`src/rtl/vga_pattern_ctrl_if.sv`:
```
`default_nettype none
// ============================================================================
//  Module      : vga_pattern_ctrl_if
//  Description : Control and timing bundle between the VGA pattern sequencer
//                and its pattern-select / colour-generator consumers.
//  Revision    : 1.0 - initial release
// ============================================================================
interface vga_pattern_ctrl_if;
    logic       pause;
    logic       next_req;
    logic [9:0] horizontal_num;
    logic [9:0] vertical_num;
    logic       hsync;
    logic       vsync;
    logic       video_on;
    logic       frame_start;
    logic [1:0] pattern_sel;

    modport master (
        output pause, next_req,
        input  horizontal_num, vertical_num, hsync, vsync, video_on,
               frame_start, pattern_sel
    );

    modport slave (
        input  pause, next_req,
        output horizontal_num, vertical_num, hsync, vsync, video_on,
               frame_start, pattern_sel
    );
endinterface
`default_nettype wire

```
`src/rtl/vga_pattern_ctrl.sv`:
```
`default_nettype none
// ============================================================================
//  Module      : vga_pattern_ctrl
//  Description : 640x480 VGA timing generator plus four-pattern sequencer that
//                only switches patterns on frame boundaries.
//  Revision    : 1.0 - initial release
// ============================================================================
module vga_pattern_ctrl #(
    parameter int HVID               = 640,
    parameter int HFP                = 16,
    parameter int HSYNC              = 96,
    parameter int HBP                = 48,
    parameter int VVID               = 480,
    parameter int VFP                = 10,
    parameter int VSYNC              = 2,
    parameter int VBP                = 33,
    parameter int FRAMES_PER_PATTERN = 60
) (
    input  wire logic          clk_25,
    input  wire logic          rst,
    vga_pattern_ctrl_if.slave  bus
);

    localparam int c_HTOT = HVID + HFP + HSYNC + HBP;
    localparam int c_VTOT = VVID + VFP + VSYNC + VBP;
    localparam int c_FCW  = (FRAMES_PER_PATTERN > 1) ? $clog2(FRAMES_PER_PATTERN) : 1;

    localparam logic [9:0]       c_H_LAST   = 10'(c_HTOT - 1);
    localparam logic [9:0]       c_V_LAST   = 10'(c_VTOT - 1);
    localparam logic [9:0]       c_H_VIS    = 10'(HVID);
    localparam logic [9:0]       c_V_VIS    = 10'(VVID);
    localparam logic [9:0]       c_HS_START = 10'(HVID + HFP);
    localparam logic [9:0]       c_HS_END   = 10'(HVID + HFP + HSYNC);
    localparam logic [9:0]       c_VS_START = 10'(VVID + VFP);
    localparam logic [9:0]       c_VS_END   = 10'(VVID + VFP + VSYNC);
    localparam logic [c_FCW-1:0] c_FC_LAST  = c_FCW'(FRAMES_PER_PATTERN - 1);

    logic [9:0]       r_h;
    logic [9:0]       r_v;
    logic             r_hsync;
    logic             r_vsync;
    logic             r_video_on;
    logic             r_frame_start;
    logic [1:0]       r_pattern;
    logic [c_FCW-1:0] r_frame_cnt;
    logic             r_pending;

    logic [9:0]       w_h_next;
    logic [9:0]       w_v_next;
    logic             w_h_wrap;
    logic             w_fb;
    logic             w_advance;

    always_comb begin
        w_h_wrap  = (r_h == c_H_LAST);
        w_fb      = w_h_wrap && (r_v == c_V_LAST);
        w_h_next  = w_h_wrap ? 10'd0 : r_h + 10'd1;
        w_v_next  = r_v;
        if (w_h_wrap) begin
            w_v_next = (r_v == c_V_LAST) ? 10'd0 : r_v + 10'd1;
        end
        // A request landing on the boundary edge itself still counts for it.
        w_advance = w_fb && (r_pending || bus.next_req ||
                             (!bus.pause && (r_frame_cnt == c_FC_LAST)));
    end

    always_ff @(posedge clk_25) begin
        if (rst) begin
            r_h           <= 10'd0;
            r_v           <= 10'd0;
            r_hsync       <= 1'b1;
            r_vsync       <= 1'b1;
            r_video_on    <= 1'b1;
            r_frame_start <= 1'b0;
            r_pattern     <= 2'd0;
            r_frame_cnt   <= '0;
            r_pending     <= 1'b0;
        end else begin
            r_h           <= w_h_next;
            r_v           <= w_v_next;
            // Decodes use next-state counters so they line up with r_h/r_v.
            r_hsync       <= !((w_h_next >= c_HS_START) && (w_h_next < c_HS_END));
            r_vsync       <= !((w_v_next >= c_VS_START) && (w_v_next < c_VS_END));
            r_video_on    <= (w_h_next < c_H_VIS) && (w_v_next < c_V_VIS);
            r_frame_start <= w_fb;
            if (w_fb) begin
                r_pending <= 1'b0;
                if (w_advance) begin
                    r_pattern   <= r_pattern + 2'd1;
                    r_frame_cnt <= '0;
                end else if (!bus.pause) begin
                    r_frame_cnt <= r_frame_cnt + 1'b1;
                end
            end else if (bus.next_req) begin
                r_pending <= 1'b1;
            end
        end
    end

    assign bus.horizontal_num = r_h;
    assign bus.vertical_num   = r_v;
    assign bus.hsync          = r_hsync;
    assign bus.vsync          = r_vsync;
    assign bus.video_on       = r_video_on;
    assign bus.frame_start    = r_frame_start;
    assign bus.pattern_sel    = r_pattern;

endmodule
`default_nettype wire

```
`src/flat_wrapper.sv`:
```
// flat-port wrapper written by rule: the top's interface ports become plain ports
module vga_pattern_ctrl_flat 
#(
    parameter int HVID               = 640,
    parameter int HFP                = 16,
    parameter int HSYNC              = 96,
    parameter int HBP                = 48,
    parameter int VVID               = 480,
    parameter int VFP                = 10,
    parameter int VSYNC              = 2,
    parameter int VBP                = 33,
    parameter int FRAMES_PER_PATTERN = 60
)
  (clk_25, rst, bus_pause, bus_next_req, bus_horizontal_num, bus_vertical_num, bus_hsync, bus_vsync, bus_video_on, bus_frame_start, bus_pattern_sel);
  vga_pattern_ctrl_if bus_i ();
  input  wire logic clk_25;
  input  wire logic rst;
  input wire logic [$bits(bus_i.pause)-1:0] bus_pause;
  input wire logic [$bits(bus_i.next_req)-1:0] bus_next_req;
  output wire logic [$bits(bus_i.horizontal_num)-1:0] bus_horizontal_num;
  output wire logic [$bits(bus_i.vertical_num)-1:0] bus_vertical_num;
  output wire logic [$bits(bus_i.hsync)-1:0] bus_hsync;
  output wire logic [$bits(bus_i.vsync)-1:0] bus_vsync;
  output wire logic [$bits(bus_i.video_on)-1:0] bus_video_on;
  output wire logic [$bits(bus_i.frame_start)-1:0] bus_frame_start;
  output wire logic [$bits(bus_i.pattern_sel)-1:0] bus_pattern_sel;
  assign bus_i.pause = bus_pause;
  assign bus_i.next_req = bus_next_req;
  assign bus_horizontal_num = bus_i.horizontal_num;
  assign bus_vertical_num = bus_i.vertical_num;
  assign bus_hsync = bus_i.hsync;
  assign bus_vsync = bus_i.vsync;
  assign bus_video_on = bus_i.video_on;
  assign bus_frame_start = bus_i.frame_start;
  assign bus_pattern_sel = bus_i.pattern_sel;
  vga_pattern_ctrl #(.HVID(HVID), .HFP(HFP), .HSYNC(HSYNC), .HBP(HBP), .VVID(VVID), .VFP(VFP), .VSYNC(VSYNC), .VBP(VBP), .FRAMES_PER_PATTERN(FRAMES_PER_PATTERN)) u_core (.clk_25(clk_25), .rst(rst), .bus(bus_i));
endmodule
```
`config.mk`:
```
export PLATFORM = sky130hd
export DESIGN_NAME = vga_pattern_ctrl_flat
export DESIGN_NICKNAME = d
export VERILOG_FILES = /design/src/rtl/vga_pattern_ctrl_if.sv /design/src/rtl/vga_pattern_ctrl.sv /design/src/flat_wrapper.sv
export SDC_FILE = /design/constraint.sdc
export NUM_CORES = 1
export LEC_CHECK = 0
export BUFFER_PORTS_ARGS = -buffer_cell sky130_fd_sc_hd__buf_2
export CORE_MARGIN = 4
export CORE_UTILIZATION = 51
export CTS_BUF_LIST = sky130_fd_sc_hd__clkbuf_8
export CTS_CLUSTER_DIAMETER = 60
export DETAILED_ROUTE_END_ITERATION = 8
export GPL_ROUTABILITY_DRIVEN = 0
export PLACE_DENSITY_LB_ADDON = 0.2
export SYNTH_ARGS = -nofsm -noshare
export SYNTH_HDL_FRONTEND = slang
export SYNTH_SLANG_ARGS = --single-unit
```
`constraint.sdc`:
```
create_clock -name clk_25 -period 2.2 [get_ports clk_25]
set_input_delay 0 -clock clk_25 [delete_from_list [all_inputs] [get_ports clk_25]]
set_output_delay 0 -clock clk_25 [all_outputs]
set_load 0.05 [all_outputs]
```
==> flow_metrics.py, run 1 <==
metrics = {
    "run_status": {
        "outcome": "complete, no violations",
    },
    "power": {
        "ir_drop_mv": 0.398,
        "seqPwrFrac": 0.538,
        "combPwrFrac": 0.052,
        "clockPowerShare": 0.410,
        "swShare": 0.231,
        "p_leak_nw": 0.754,
        "power_density_nw_per_um2": 559,
        "p_int_mw": 0.869,
        "p_switching_mw": 0.262,
    },
    "synth": {
        "synthCells": 193,
        "ys_seq_area_frac": 0.404,
        "ys_warn_count": 0,
        "yosys.area.top_type_share": 0.404,
        "async_flop_share": 0,
        "yosys.area.top_type": "dfxtp_1",
        "yosysUniqueCellTypes": 42,
        "syn-mean-instance-area_um2": 8.47,
        "ys.flop_type": "dfxtp_1",
        "synth_seq_cells": 33,
        "synth_edf_count": 0,
        "synth_area_um2": 1630,
        "synth_area_leaders": "dfxtp_1, xnor2_1, nor2_1",
        "synthesis.nets": 202,
    },
    "finish": {
        "post-route-cell-area_um2": 2020,
        "diodes": 0,
        "layout_commonest_cell": "buf_2",
        "fillers": 270,
        "regArea_um2": 683,
        "syn_to_final_growth_pct": 23.8,
        "multiInputGateArea_um2": 937,
        "post-route-util": 0.663,
        "final_cell_mix": "buf_2, nor2_1, dfxtp_1",
        "fin_nets": 239,
        "drive_gt1_frac": 0.299,
    },
    "cts": {
        "clk_path_buf_depth": 2,
        "cts-root-buf": "clkbuf_8",
        "clock_latency_ns": 0.28,
        "cts_tree": "done",
        "path_clk_slew_ns": 0.06,
        "cts_inserted_buffers": 5,
        "h-tree-depth": 2,
        "clkSinkCount": 33,
    },
    "setup_path": {
        "cp-start-kind": "flip-flop",
        "path_max_fanout": 8,
        "critPathKind": "flip-flop to flip-flop",
        "worstPathArrival_ns": 2.37,
        "worstPathRequired_ns": 2.42,
        "end_kind": "flip-flop",
        "timing.rr.start": "u_core.bus.horizontal_num[7]",
        "critPathLaunch": "u_core.bus.horizontal_num[7]",
    },
    "die": {
        "die_width_um": 64.6,
        "io_pins": 30,
        "dieHeight_um": 64.6,
        "dieArea_um2": 4170,
        "fp.coreArea_um2": 3050,
        "initial_core_util": 0.535,
        "rows": 20,
    },
    "routing": {
        "wl_per_cell_um": 14.0,
        "drc": 0,
        "drt-initial-drc-count": 63,
        "vias": 1548,
        "wirelength_um": 3860,
        "drtPass1Iterations": 4,
        "viasPerCell": 5.63,
        "ant_nets": 0,
    },
    "timing": {
        "tightest_slew_ns": 0.574,
        "drv_slew": 0,
        "fin_ws_ns": 0.0533,
        "relSlewSlack": 0.613,
        "rsz0062_at_grt": "yes",
        "finalCritPeriodShare": 0.976,
        "fin_tns_setup_ns": 0,
        "setup_viol": 0,
        "max_freq_mhz": 466,
        "final_hold_viol_count": 0,
        "fin_crit_ns": 2.15,
        "fin_skew_ns": 0.00260,
    },
    "placement": {
        "io_buffers": 29,
        "post-dp-hpwl_um": 2770,
        "placed_area_um2": 1870,
        "post-place-ws_ns": 0.0132,
    },
    "worst_hold_path": {
        "holdCritStartpoint": "rst",
        "hp-class": "primary input to flip-flop",
    },
    "grt": {
        "grt_pass1_wl_um": 6510,
        "antenna_found_initial": 0,
        "grt_max_degree": 20,
        "grt_pass1_vias": 1426,
        "grt_usage": 0.199,
        "grt-ovfl-total": 0,
    },
    "flow_run": {
        "max_cap_viol_count": 0,
    },
}
[registers in the layout, indices dropped and copies added, names as in the netlist, 2 cells and up]
name / count
u_core.bus.vertical_num: 10
u_core.bus.horizontal_num: 10
u_core.r_frame_cnt: 6
u_core.bus.pattern_sel: 2
[Yosys cell counts, types with 2 or more instances]
| master | number |
|---|---|
| or4_1 | 2 |
| nand3b_1 | 2 |
| o31ai_1 | 2 |
| nand4_1 | 8 |
| o21a_1 | 2 |
| nor3_1 | 8 |
| nor2b_1 | 3 |
| nor2_1 | 21 |
| nor4_1 | 4 |
| mux2i_1 | 2 |
| dfxtp_1 | 33 |
| nor3b_1 | 2 |
| or3_1 | 3 |
| and4_1 | 2 |
| or4_4 | 2 |
| a21oi_1 | 9 |
| inv_1 | 7 |
| ha_1 | 5 |
| o21ai_0 | 7 |
| buf_6 | 2 |
| nand2_1 | 17 |
| xnor2_1 | 11 |
| nand3_1 | 10 |
| xor2_1 | 5 |
| clkbuf_1 | 7 |
[stage by stage]
step / instances / power [mW] / hold slack (ns)
final: 275 / 1.13 / 0.0918
after global routing: 275 / 1.17 / 0.115
after CTS: 272 / 1.14 / 0.0850
after detailed placement: 263 / 0.674 / 0.282
after global placement: 263 / 0.673 / 0.258
after floorplan: 193 / 0.659 / 0.147
[cell type report]
type / instances / share of cell area
clock inverter: 2 / 0.00433
timing repair buffer: 40 / 0.114
tap: 44 / 0.0272
multi-input combinational: 143 / 0.463
clock buffer: 6 / 0.0408
inverter: 7 / 0.0130
sequential: 33 / 0.338
[critical path: stages, from the launching register on]
cell and delay, ns:
dfxtp_1 0.34, nand3b_1 0.35, or4_4 0.62, or4_4 0.45
and4_1 0.23, nand4_1 0.10
[power groups by stage]
stage | clock network, mW | logic [mW] | registers (mW)
after floorplan | 0 | 0.0198 | 0.639
after global placement | 0 | 0.0503 | 0.623
after detailed placement | 0 | 0.0508 | 0.624
after CTS | 0.476 | 0.0522 | 0.610
after global routing | 0.494 | 0.0639 | 0.609
final | 0.464 | 0.0588 | 0.608
[final timing paths]
path	cells past startpoint	slack, ns	endpoint
min	2	0.09	u_core.bus.horizontal_num[4]
max reg2reg	5	0.05	u_core.bus.vsync
min reg2reg	2	0.49	u_core.r_frame_cnt[0]
max	5	0.05	u_core.bus.vsync
[logic make-up after synthesis]
group,after synthesis,synth area share
AO/OA/AOI/OAI,31,0.123
XOR/XNOR,16,0.0858
adder cells (fa/ha/maj),5,0.0383
buffers and inverters,17,0.0490
flip-flops,33,0.404
multiplexers,2,0.0123
AND/OR/NAND/NOR,89,0.288
[layer usage]
layer  part of all wire  wire [um]  global-route usage  up-vias
met4              0.020         76               0.100        0
li1                   -          -                   -      761
met5                  0          0                   0        -
met3              0.065        249              0.0520        7
met1               0.43       1670               0.237      727
met2               0.48       1860               0.331       53
[what timing repair did]
action                                 in CTS  in global routing
hold buffers                                1                  0
gates resized for setup                     0                  5
setup endpoints to repair                   0                  6
setup buffers                               0                  3
endpoints found under the hold margin       1                  0
Note: power is estimated with default switching activity, not from simulation.
==> run 2: changes to the inputs <==
--- a/config.mk
+++ b/config.mk
@@ -12,6 +12,7 @@
 export CTS_CLUSTER_DIAMETER = 60
 export DETAILED_ROUTE_END_ITERATION = 8
 export GPL_ROUTABILITY_DRIVEN = 0
+export GPL_TIMING_DRIVEN = 0
 export PLACE_DENSITY_LB_ADDON = 0.2
 export SYNTH_ARGS = -nofsm -noshare
 export SYNTH_HDL_FRONTEND = slang
==> flow_metrics.py, run 2 (same netlist as run 1, synthesis figures left out) <==
metrics = {
    "power": {
        "p_switching_mw": 0.290,
        "p_int_mw": 0.957,
        "combPwrFrac": 0.044,
        "power_density_nw_per_um2": 592,
        "clockPowerShare": 0.468,
        "p_leak_nw": 0.784,
        "swShare": 0.233,
        "seqPwrFrac": 0.488,
        "ir_drop_mv": 0.348,
    },
    "placement": {
        "placed_area_um2": 1870,
        "post-dp-hpwl_um": 2800,
        "dpl.cell_count": 265,
        "io_buffers": 28,
        "post-place-ws_ns": -0.194,
    },
    "worst_hold_path": {
        "holdCritStartpoint": "bus_pause",
        "hp-class": "primary input to flip-flop",
    },
    "routing": {
        "drt-initial-drc-count": 147,
        "ant_nets": 0,
        "wl_per_cell_um": 14.1,
        "wirelength_um": 3930,
        "drtPass1Iterations": 4,
        "vias": 1538,
        "drc": 0,
        "viasPerCell": 5.51,
    },
    "setup_path": {
        "critPathLaunch": "u_core.bus.horizontal_num[5]",
        "worstPathArrival_ns": 2.44,
        "worstPathRequired_ns": 2.43,
        "cp-start-kind": "flip-flop",
        "path_max_fanout": 5,
        "critPathKind": "flip-flop to flip-flop",
        "end_kind": "flip-flop",
        "timing.rr.start": "u_core.bus.horizontal_num[5]",
    },
    "run_status": {
        "violations": "setup timing",
        "outcome": "finished with violations",
    },
    "cts": {
        "clk_path_buf_depth": 2,
        "path_clk_slew_ns": 0.07,
        "cts_inserted_buffers": 5,
        "cts-root-buf": "clkbuf_8",
        "clkSinkCount": 33,
        "cts_tree": "done",
        "h-tree-depth": 2,
        "clock_latency_ns": 0.30,
    },
    "die": {
        "rows": 20,
        "fp.coreArea_um2": 3050,
        "die_width_um": 64.6,
        "initial_core_util": 0.535,
        "dieArea_um2": 4170,
        "io_pins": 30,
        "dieHeight_um": 64.6,
    },
    "timing": {
        "max_freq_mhz": 453,
        "setup_viol": 1,
        "fin_ws_ns": -0.00558,
        "relSlewSlack": 0.581,
        "rsz0062_at_grt": "yes",
        "fin_crit_ns": 2.21,
        "tightest_slew_ns": 0.621,
        "finalCritPeriodShare": 1.00,
        "fin_skew_ns": 0.0114,
        "drv_slew": 0,
        "fin_tns_setup_ns": -0.00558,
        "final_hold_viol_count": 0,
    },
    "grt": {
        "antenna_found_initial": 0,
        "grt-ovfl-total": 0,
        "grt_max_degree": 13,
        "grt_usage": 0.200,
        "grt_pass1_vias": 1525,
        "grt_pass1_wl_um": 6560,
    },
    "finish": {
        "fin_nets": 243,
        "syn_to_final_growth_pct": 28.9,
        "fillers": 267,
        "final_cell_mix": "buf_2, nor2_1, dfxtp_1",
        "post-route-cell-area_um2": 2110,
        "finalNonFillerCells": 279,
        "drive_gt1_frac": 0.315,
        "diodes": 0,
        "layout_commonest_cell": "buf_2",
    },
    "flow_run": {
        "max_cap_viol_count": 0,
    },
}
-- run 2: changes by cell type in the layout (fill, tap and decap cells not counted), sizes merged --
cell,delta
buf,-1
bufinv,+1
clkinvlp,+1
clkinv,-1
clkbuf,+4
-- run 2: path summary, 6_finish.rpt --
path / endpoint / slack [ns] / cells past startpoint
setup / recovery: u_core.bus.vsync / -0.006 / 6
hold / removal: u_core.r_frame_cnt[0] / 0.05 / 4
setup reg to reg: u_core.bus.vsync / -0.006 / 6
hold reg to reg: u_core.r_frame_cnt[0] / 0.49 / 2
-- run 2: per-stage QoR --
step	util	total power, mW	hold WS [ns]
6_report	0.690	1.25	0.0521
5_1_grt	0.690	1.29	0.0827
4_1_cts	0.659	1.25	0.0608
3_5_place_dp	0.614	0.673	0.269
3_3_place_gp	0.614	0.672	0.256
2_1_floorplan	-	0.659	0.147
-- run 2: layout make-up --
cell class              count  area, um2  share of cell area
plain buffers               6       31.3              0.0149
clock buffers               5       68.8              0.0327
clock inverters             3       46.3              0.0220
inverters                   7       26.3              0.0125
multi-input cells         143        977               0.464
flip-flops and latches     33        683               0.324
well taps                  44       55.1              0.0261
repair buffers             38        218               0.103
-- run 2: repair_timing --
item,4_1_cts,5_1_grt
setup buffers,2,7
endpoints found under the setup margin,18,11
pin swaps,3,6
hold buffers,1,0
resized for setup,3,12
endpoints found under the hold margin,1,0
-- run 2: worst max-delay path, stage by stage (launching register included) --
cell and delay (ns):
dfxtp_4 0.36, or2_1 0.24, buf_6 0.13, or4_4 0.55, or4_4 0.58, and4_1 0.20
nand4_1 0.08
-- run 2: per-layer routing --
metal | up-vias | GRT usage | part of all wire
met2 | 35 | 0.354 | 0.50
met3 | 9 | 0.0676 | 0.047
li1 | 770 | - | -
met4 | 0 | 0.0818 | 0.017
met5 | - | 0 | 0
met1 | 724 | 0.217 | 0.43
-- run 2: power groups by stage --
| stage | combinational [mW] | clock (mW) | sequential, mW |
|---|---|---|---|
| 2_1_floorplan | 0.0198 | 0 | 0.639 |
| 3_3_place_gp | 0.0491 | 0 | 0.623 |
| 3_5_place_dp | 0.0496 | 0 | 0.623 |
| 4_1_cts | 0.0516 | 0.589 | 0.610 |
| 5_1_grt | 0.0597 | 0.616 | 0.610 |
| 6_report | 0.0544 | 0.584 | 0.609 |
==> run 3: changes to the inputs <==
--- a/config.mk
+++ b/config.mk
@@ -7,7 +7,7 @@
 export LEC_CHECK = 0
 export BUFFER_PORTS_ARGS = -buffer_cell sky130_fd_sc_hd__buf_2
 export CORE_MARGIN = 4
-export CORE_UTILIZATION = 51
+export CORE_UTILIZATION = 60
 export CTS_BUF_LIST = sky130_fd_sc_hd__clkbuf_8
 export CTS_CLUSTER_DIAMETER = 60
 export DETAILED_ROUTE_END_ITERATION = 8
==> constraint.sdc (replaced) <==
create_clock -name clk_25 -period 2.8 [get_ports clk_25]
set_input_delay 0 -clock clk_25 [delete_from_list [all_inputs] [get_ports clk_25]]
set_output_delay 0 -clock clk_25 [all_outputs]
set_load 0.05 [all_outputs]
==> flow_metrics.py, run 3 (same netlist as run 1, synthesis figures left out) <==
metrics = {
    "run_status": {
        "outcome": "complete, no violations",
    },
    "routing": {
        "drc": 0,
        "vias": 1575,
        "wl_per_cell_um": 14.5,
        "ant_nets": 0,
        "viasPerCell": 6.06,
        "wirelength_um": 3770,
        "drt-initial-drc-count": 71,
        "drtPass1Iterations": 4,
    },
    "cts": {
        "cts-root-buf": "clkbuf_8",
        "path_clk_slew_ns": 0.07,
        "h-tree-depth": 2,
        "cts_inserted_buffers": 5,
        "clkSinkCount": 33,
        "cts_tree": "done",
        "clock_latency_ns": 0.29,
        "clk_path_buf_depth": 2,
        "post_cts_buffers": 0,
    },
    "setup_path": {
        "worstPathArrival_ns": 2.76,
        "cp-start-kind": "flip-flop",
        "end_kind": "flip-flop",
        "path_max_fanout": 7,
        "timing.rr.start": "u_core.bus.horizontal_num[0]",
        "reg2reg_slack_ns": 0.19,
        "rr_endpoint": "u_core.bus.video_on",
        "critPathKind": "flip-flop to flip-flop",
        "worstPathRequired_ns": 2.95,
        "rr_worst_depth": 7,
    },
    "power": {
        "total_power_mw": 0.866,
        "p_switching_mw": 0.210,
        "p_leak_nw": 0.708,
        "power_density_nw_per_um2": 453,
        "ir_drop_mv": 0.448,
        "clockPowerShare": 0.401,
        "seqPwrFrac": 0.553,
        "swShare": 0.243,
        "p_int_mw": 0.656,
        "combPwrFrac": 0.046,
    },
    "finish": {
        "drive_gt1_frac": 0.196,
        "fin_nets": 238,
        "final_cell_mix": "dfxtp_1, buf_2, nor2_1",
        "diodes": 0,
        "post-route-util": 0.751,
        "layout_commonest_cell": "dfxtp_1",
        "syn_to_final_growth_pct": 17.0,
    },
    "timing": {
        "final_hold_viol_count": 0,
        "relSlewSlack": 0.625,
        "max_freq_mhz": 382,
        "drv_slew": 0,
        "fin_skew_ns": 0.00825,
        "rsz0062_at_grt": "no",
        "tightest_slew_ns": 0.556,
        "setup_viol": 0,
        "fin_tns_setup_ns": 0,
        "fin_ws_ns": 0.185,
        "fin_crit_ns": 2.61,
        "finalCritPeriodShare": 0.934,
    },
    "die": {
        "io_pins": 30,
        "initial_core_util": 0.642,
        "fp.coreArea_um2": 2540,
        "rows": 18,
        "die_width_um": 60.2,
        "dieHeight_um": 60.2,
        "dieArea_um2": 3620,
    },
    "worst_hold_path": {
        "min_path_cells": 4,
        "hold_end": "u_core.r_frame_cnt[0]",
        "holdCritStartpoint": "bus_pause",
        "hp-class": "primary input to flip-flop",
    },
    "flow_run": {
        "max_cap_viol_count": 0,
    },
    "placement": {
        "io_buffers": 28,
        "post-dp-hpwl_um": 2790,
        "post-place-ws_ns": 0.129,
    },
    "grt": {
        "grt_max_degree": 12,
        "grt_pass1_wl_um": 6400,
        "grt_pass1_vias": 1471,
        "grt_usage": 0.234,
        "antenna_found_initial": 0,
        "grt-ovfl-total": 0,
    },
}
-- run 3: layer usage --
layer / up-vias / GRT usage / part of all wire
met3: 11 / 0.0475 / 0.064
met4: 0 / 0.136 / 0.029
li1: 757 / - / -
met2: 66 / 0.398 / 0.49
met5: - / 0 / 0
met1: 741 / 0.268 / 0.41
-- run 3: worst max-delay path by stage --
| stage | startpoint | to | slack [ns] | cells after the start |
|---|---|---|---|---|
| after CTS | u_core.bus.horizontal_num[0] | u_core.bus.video_on | 0.1 | 7 |
| final | u_core.bus.horizontal_num[0] | u_core.bus.video_on | 0.19 | 7 |
| after detailed placement | u_core.bus.horizontal_num[0] | u_core.bus.video_on | 0.13 | 7 |
| after global routing | u_core.bus.horizontal_num[0] | u_core.bus.video_on | 0.02 | 7 |
| after floorplan | u_core.bus.horizontal_num[0] | u_core.bus.video_on | 0.09 | 7 |
| after global placement | u_core.bus.horizontal_num[0] | u_core.bus.video_on | 0.29 | 7 |
-- run 3: cell type report --
| type | count | area (um2) |
|---|---|---|
| multi-input combinational | 143 | 897 |
| sequential | 33 | 661 |
| fill | 218 | 633 |
| timing repair buffer | 29 | 150 |
| clock buffer | 5 | 68.8 |
| buffer | 10 | 53.8 |
| tap | 30 | 37.5 |
| inverter | 7 | 26.3 |
| clock inverter | 3 | 17.5 |
-- run 3: worst max-delay path: stages (launching register included) --
cell and delay, ns:
dfxtp_1 0.41, ha_1 0.27, nand4_1 0.28, or4_1 0.59, buf_2 0.18, or4_4 0.49, a21oi_2 0.18, a221oi_1 0.08
-- run 3: timing repair --
action | in CTS | in global routing
gates resized for setup | 0 | 1
hold buffers | 1 | 0
endpoints found under the hold margin | 1 | 0
setup endpoints to repair | 0 | 2
-- run 3: power by group through the flow --
stage	Combinational (mW)	Clock, mW	Sequential, mW
6_report	0.0402	0.347	0.479
5_1_grt	0.0443	0.375	0.480
4_1_cts	0.0402	0.355	0.479
3_5_place_dp	0.0390	0	0.489
3_3_place_gp	0.0378	0	0.489
2_1_floorplan	0.0150	0	0.502
-- run 3: through the flow --
step	instances	area, um2	hold slack [ns]
floorplan	193	1630	0.147
global placement	251	1810	0.251
detailed placement	251	1810	0.276
CTS	260	1910	0.0785
global route	260	1910	0.102
finish	260	1910	0.0803
